--- config.mk ---
export PLATFORM = sky130hd
export DESIGN_NAME = pipe_stage_buf_flat
export DESIGN_NICKNAME = d
export VERILOG_FILES = /design/src/rtl/pipe_stage_buf_if.sv /design/src/rtl/pipe_stage_buf.sv /design/src/flat_wrapper.sv
export SDC_FILE = /design/constraint.sdc
export NUM_CORES = 1
export LEC_CHECK = 0
export CAP_MARGIN = 10
export CORE_MARGIN = 5
export CORE_UTILIZATION = 51
export DETAILED_ROUTE_END_ITERATION = 10
export GPL_TIMING_DRIVEN = 0
export HOLD_SLACK_MARGIN = 0.12
export PLACE_DENSITY = 0.84
export SLEW_MARGIN = 15
export SYNTH_ARGS = -nofsm -noshare
export SYNTH_HDL_FRONTEND = slang
export SYNTH_SLANG_ARGS = --single-unit
--- constraint.sdc ---
create_clock -name CLK -period 5.5 [get_ports CLK]
set_input_delay 1.1 -clock CLK [delete_from_list [all_inputs] [get_ports CLK]]
set_output_delay 1.1 -clock CLK [all_outputs]
set_load 0.05 [all_outputs]
--- src/rtl/pipe_stage_buf_if.sv ---
// pipe_stage_buf_if
// Groups the upstream and downstream valid/ready handshake of one elastic
// pipeline-stage buffer, together with the squash (flush) control and the
// occupancy count.
//
// Signals:
//   flush     - synchronous squash of every held and incoming entry
//   in_valid  - upstream presents in_data
//   in_ready  - buffer can accept an entry (occupancy below DEPTH)
//   in_data   - upstream payload, WIDTH bits
//   out_valid - head entry is valid (occupancy non-zero)
//   out_ready - downstream consumes the head this cycle
//   out_data  - head entry, or the bubble value when empty
//   count     - current occupancy, $clog2(DEPTH+1) bits
//
// Modports:
//   master - the environment around the buffer (upstream and downstream)
//   slave  - the buffer itself
interface pipe_stage_buf_if #(
  parameter int WIDTH = 32,
  parameter int DEPTH = 2
);

  localparam int CNT_W = $clog2(DEPTH + 1);

  logic             flush;
  logic             in_valid;
  logic             in_ready;
  logic [WIDTH-1:0] in_data;
  logic             out_valid;
  logic             out_ready;
  logic [WIDTH-1:0] out_data;
  logic [CNT_W-1:0] count;

  modport master (
    output flush,
    output in_valid,
    output in_data,
    output out_ready,
    input  in_ready,
    input  out_valid,
    input  out_data,
    input  count
  );

  modport slave (
    input  flush,
    input  in_valid,
    input  in_data,
    input  out_ready,
    output in_ready,
    output out_valid,
    output out_data,
    output count
  );

endinterface

--- src/rtl/pipe_stage_buf.sv ---
// pipe_stage_buf
// Elastic pipeline-stage register: a DEPTH-entry circular buffer with a
// valid/ready handshake on both sides. A stalled downstream stage
// back-pressures upstream through in_ready instead of a global enable.
// The payload is opaque; each stage boundary packs its own fields into it.
//
// Ports:
//   CLK  - rising-edge clock
//   nRST - asynchronous, active-low reset (clears pointers and count)
//   bus  - pipe_stage_buf_if.slave: flush, in_valid/in_ready/in_data,
//          out_valid/out_ready/out_data, count
//
// Parameters:
//   WIDTH      - payload width in bits (>= 1)
//   DEPTH      - number of entries (>= 1); 1 is a half-throughput stage
//                register, 2 or more sustains one entry per cycle
//   RESET_DATA - bubble value shown on out_data while the buffer is empty
module pipe_stage_buf #(
  parameter int               WIDTH      = 32,
  parameter int               DEPTH      = 2,
  parameter logic [WIDTH-1:0] RESET_DATA = '0
) (
  input logic              CLK,
  input logic              nRST,
  pipe_stage_buf_if.slave  bus
);

  localparam int PTR_W = (DEPTH > 1) ? $clog2(DEPTH) : 1;
  localparam int CNT_W = $clog2(DEPTH + 1);

  localparam logic [PTR_W-1:0] LAST_PTR = PTR_W'(DEPTH - 1);
  localparam logic [CNT_W-1:0] FULL_CNT = CNT_W'(DEPTH);

  logic [WIDTH-1:0] r_mem [0:DEPTH-1];
  logic [PTR_W-1:0] r_wrPtr;
  logic [PTR_W-1:0] r_rdPtr;
  logic [CNT_W-1:0] r_count;

  logic             w_inReady;
  logic             w_outValid;
  logic             w_push;
  logic             w_pop;
  logic [PTR_W-1:0] w_wrPtrNext;
  logic [PTR_W-1:0] w_rdPtrNext;

  // Pointers wrap explicitly at DEPTH-1 so non-power-of-two depths work.
  function automatic logic [PTR_W-1:0] nextPtr(input logic [PTR_W-1:0] ptr);
    return (ptr == LAST_PTR) ? '0 : ptr + 1'b1;
  endfunction

  // Handshake flags come only from the registered count, so there is no
  // combinational path from out_ready to in_ready or from input to output.
  // Flush suppresses both the push and the pop of its own cycle.
  always_comb begin
    w_inReady   = (r_count < FULL_CNT);
    w_outValid  = (r_count != '0);
    w_push      = bus.in_valid & w_inReady & ~bus.flush;
    w_pop       = w_outValid & bus.out_ready & ~bus.flush;
    w_wrPtrNext = nextPtr(r_wrPtr);
    w_rdPtrNext = nextPtr(r_rdPtr);
  end

  // Pointer and occupancy state; flush returns the buffer to empty without
  // touching the storage array.
  always_ff @(posedge CLK or negedge nRST) begin
    if (!nRST) begin
      r_wrPtr <= '0;
      r_rdPtr <= '0;
      r_count <= '0;
    end else if (bus.flush) begin
      r_wrPtr <= '0;
      r_rdPtr <= '0;
      r_count <= '0;
    end else begin
      if (w_push) begin
        r_wrPtr <= w_wrPtrNext;
      end
      if (w_pop) begin
        r_rdPtr <= w_rdPtrNext;
      end
      if (w_push && !w_pop) begin
        r_count <= r_count + 1'b1;
      end else if (w_pop && !w_push) begin
        r_count <= r_count - 1'b1;
      end
    end
  end

  // Storage is never reset; the count alone decides which slots are live.
  always_ff @(posedge CLK) begin
    if (w_push) begin
      r_mem[r_wrPtr] <= bus.in_data;
    end
  end

  // Empty buffer presents the bubble so downstream sees a NOP.
  always_comb begin
    bus.in_ready  = w_inReady;
    bus.out_valid = w_outValid;
    bus.count     = r_count;
    bus.out_data  = w_outValid ? r_mem[r_rdPtr] : RESET_DATA;
  end

endmodule

--- src/flat_wrapper.sv ---
// flat-port wrapper written by rule: the top's interface ports become plain ports
module pipe_stage_buf_flat 
#(
  parameter int               WIDTH      = 32,
  parameter int               DEPTH      = 2,
  parameter logic [WIDTH-1:0] RESET_DATA = '0
)
  (CLK, nRST, bus_flush, bus_in_valid, bus_in_data, bus_out_ready, bus_in_ready, bus_out_valid, bus_out_data, bus_count);
  pipe_stage_buf_if #(.WIDTH(WIDTH), .DEPTH(DEPTH)) bus_i ();
  input logic CLK;
  input logic nRST;
  input wire logic [$bits(bus_i.flush)-1:0] bus_flush;
  input wire logic [$bits(bus_i.in_valid)-1:0] bus_in_valid;
  input wire logic [$bits(bus_i.in_data)-1:0] bus_in_data;
  input wire logic [$bits(bus_i.out_ready)-1:0] bus_out_ready;
  output wire logic [$bits(bus_i.in_ready)-1:0] bus_in_ready;
  output wire logic [$bits(bus_i.out_valid)-1:0] bus_out_valid;
  output wire logic [$bits(bus_i.out_data)-1:0] bus_out_data;
  output wire logic [$bits(bus_i.count)-1:0] bus_count;
  assign bus_i.flush = bus_flush;
  assign bus_i.in_valid = bus_in_valid;
  assign bus_i.in_data = bus_in_data;
  assign bus_i.out_ready = bus_out_ready;
  assign bus_in_ready = bus_i.in_ready;
  assign bus_out_valid = bus_i.out_valid;
  assign bus_out_data = bus_i.out_data;
  assign bus_count = bus_i.count;
  pipe_stage_buf #(.WIDTH(WIDTH), .DEPTH(DEPTH), .RESET_DATA(RESET_DATA)) u_core (.CLK(CLK), .nRST(nRST), .bus(bus_i));
endmodule
==> results.json <==
{
  "status": "completed",
  "critical_path.most_common_cell": "nor2_1",
  "grt_pass1_vias": 1794,
  "seq_area_um2": 2020,
  "p_comb_share_pct": 18.4,
  "critPathRequiredTime_ps": 4400,
  "syn_avg_cell_area_um2": 16.5,
  "avgRoutedWirePerCell_um": 16.5,
  "worstSetupEndpointType": "output port",
  "drc": 0,
  "port_buffers": 72,
  "stdcell_area_um2": 3720,
  "vias": 1577,
  "grt_max_degree": 14,
  "grt_overflow": 0,
  "worst-path-buf-inv": 2,
  "synth_edf_count": 64,
  "vdd_drop_max_mv": 0.264,
  "drtIter0Drc": 59,
  "vias_per_cell": 4.88,
  "critPathMaxStageDelay_ps": 720,
  "clock_tree.root_cell": "clkbuf_8",
  "cts-resized-gates": 0,
  "synth_area_leader_cell": "edfxtp_1",
  "synthArstFlopShare_pct": 5.88,
  "synth_top_area_share_pct": 73.2,
  "ys_top_cells_by_area": "edfxtp_1 (73%), mux2i_1 (13%), nor2_1 (5.0%)",
  "drive_gt1_share_pct": 12.3,
  "h-tree-depth": 3,
  "dieArea_um2": 6680,
  "synth_most_common_cell": "edfxtp_1",
  "synthDistinctLibCells": 17,
  "finalSetupViolCount": 0,
  "worstMarginPinSlew_ps": 729,
  "core_area_um2": 5040,
  "dieWidth_um": 81.7,
  "wl_um": 5320,
  "synth_seq_area_share_pct": 77.0,
  "synth_nets": 196,
  "routabilityCongestion": 0.749,
  "hold_viol": 0,
  "final.period_utilization_pct": 60.7,
  "crit_path_start_kind": "flop",
  "dp.cells": 307,
  "dpl_worst_slack_ps": 2500,
  "path_cells": "nor2_1 -> buf_2 -> nor2_1 -> clkdlybuf4s50_1",
  "cts_setup_buffers": 0,
  "place_area_um2": 3500,
  "start_util_pct": 52.1,
  "pwr-share-seq_pct": 46.4,
  "critPathKind": "reg -> out",
  "p_leak_nw": 1.28,
  "fin_skew_ps": 6.41,
  "path_max_fanout": 10,
  "row_count": 26,
  "p_per_area_nw_per_um2": 346,
  "slew_headroom_pct": 51.1,
  "path_clk_slew_ps": 70,
  "p_clk_share_pct": 35.2,
  "grt_pass1_wl_um": 8380,
  "syn2layout_area_growth_pct": 41.7,
  "cp.arrival_ps": 2240,
  "hp-class": "reg -> reg",
  "clock_latency_ps": 340,
  "numCtsBuffers": 9,
  "dpl.hpwl_um": 3810,
  "setup_tns_ps": 0,
  "sw_frac_of_total_pct": 26.8,
  "cts_max_path_buffers": 2,
  "tritoncts": "done",
  "fin_cells": 323,
  "p_total_w": 0.00129,
  "synthTopCellsByCount": "edfxtp_1 (64), nor2_1 (35), mux2i_1 (33)",
  "p_int_w": 0.000943,
  "synthFlopType": "edfxtp_1",
  "drtAntennaViolNets": 0,
  "slew_violations": 0,
  "synth.ff_latch_count": 68,
  "fill_cells": 320,
  "first_pass_iters": 4,
  "fmax_ghz": 0.300,
  "grt_use_total_pct": 17.8,
  "multiInputGateArea_um2": 561,
  "io_pins": 73,
  "critPathTopFamily": "buffers and inverters",
  "fin_nets": 285,
  "netlist_area_um2": 2630,
  "drv_cap": 0,
  "p_sw_w": 0.000345,
  "postSynthCellCount": 159,
  "cts_sinks": 68,
  "grt_setup_unrepaired": "false",
  "yosys_warnings": 0,
  "worst_path_max_delay_cell": "clkdlybuf4s50_1",
  "cts_hold_buf": 0,
  "period_needed_ps": 3340,
  "diodes": 0,
  "timing.final.ws_setup_ps": 2160,
  "die_h_um": 81.7,
  "antenna_found_initial": 0
}
[path summary, 6_finish.rpt]
check	from	endpoint	slack [ps]	depth (start not counted)
worst max-delay path	u_core.bus.count[1]	bus_out_data[17]	2160	4
worst min-delay path	u_core.r_wrPtr	u_core.r_wrPtr	610	2
worst max register to register	u_core.bus.count[1]	u_core.r_mem[1][16]	3550	3
worst min register to register	u_core.r_wrPtr	u_core.r_wrPtr	610	2
max in group asynchronous	nRST	u_core.r_rdPtr	4350	1
min in group asynchronous	nRST	u_core.bus.count[1]	970	1
[worst min-delay path, stage by stage (launching register included)]
cell	delay [ps]
dfrtp_1	400
xor2_1	100
nor2_1	80
[placed cells by master (no fill, tap or decap), types with 2 or more instances in the layout]
cell,synthesis,final
dfrtp_1,4,4
a21oi_1,2,2
nor2_1,35,35
inv_1,2,2
o21ai_0,2,2
mux2i_1,33,33
inv_6,0,3
buf_4,4,8
buf_6,0,2
buf_2,3,3
edfxtp_1,64,64
xor2_1,2,2
nor2b_1,2,2
bufinv_16,0,2
clkdlybuf4s50_1,0,72
clkbuf_8,0,9
[power by group through the flow]
| stage | clock [W] | sequential, W | combinational (W) |
|---|---|---|---|
| detailed placement | 0 | 0.000609 | 0.000238 |
| floorplan | 0 | 0.000612 | 0.000140 |
| finish | 0.000453 | 0.000598 | 0.000237 |
| CTS | 0.000464 | 0.000598 | 0.000240 |
| global route | 0.000489 | 0.000600 | 0.000251 |
| global placement | 0 | 0.000610 | 0.000229 |
[stage by stage]
stage               hold slack (ps)  utilization [%]
global route                    651             73.7
finish                          611             73.7
global placement                537             68.1
detailed placement              598             69.3
CTS                             616             73.7
floorplan                       519                -
[per-layer routing]
metal / track usage [%] / part of all wire, % / wire length, um
met1: 17.8 / 37 / 2000
met5: 0 / 0 / 0
met4: 8.97 / 2.3 / 125
met2: 32.4 / 53 / 2840
met3: 5.92 / 6.8 / 361
[state kept, by name, indices dropped and copies added (netlist names)]
register          cells
u_core.r_rdPtr        1
u_core.bus.count      2
u_core.r_wrPtr        1
u_core.r_mem         64
[area by class of cell]
cell class / count / area share (%)
Timing Repair Buffer: 78 / 20.8
Clock buffer: 10 / 3.43
Clock inverter: 6 / 2.56
Tap cell: 70 / 2.36
Inverter: 2 / 0.202
Sequential cell: 68 / 54.4
Buffer: 7 / 1.21
Multi-Input combinational cell: 82 / 15.1
[cell families after synthesis]
family	synth area share, %
compound gates	1.05
buf+inv	2.00
flops	77.0
xor+xnor	0.667
mux	12.6
simple gates	6.67
No activity file was read; power rests on OpenSTA's default activity.
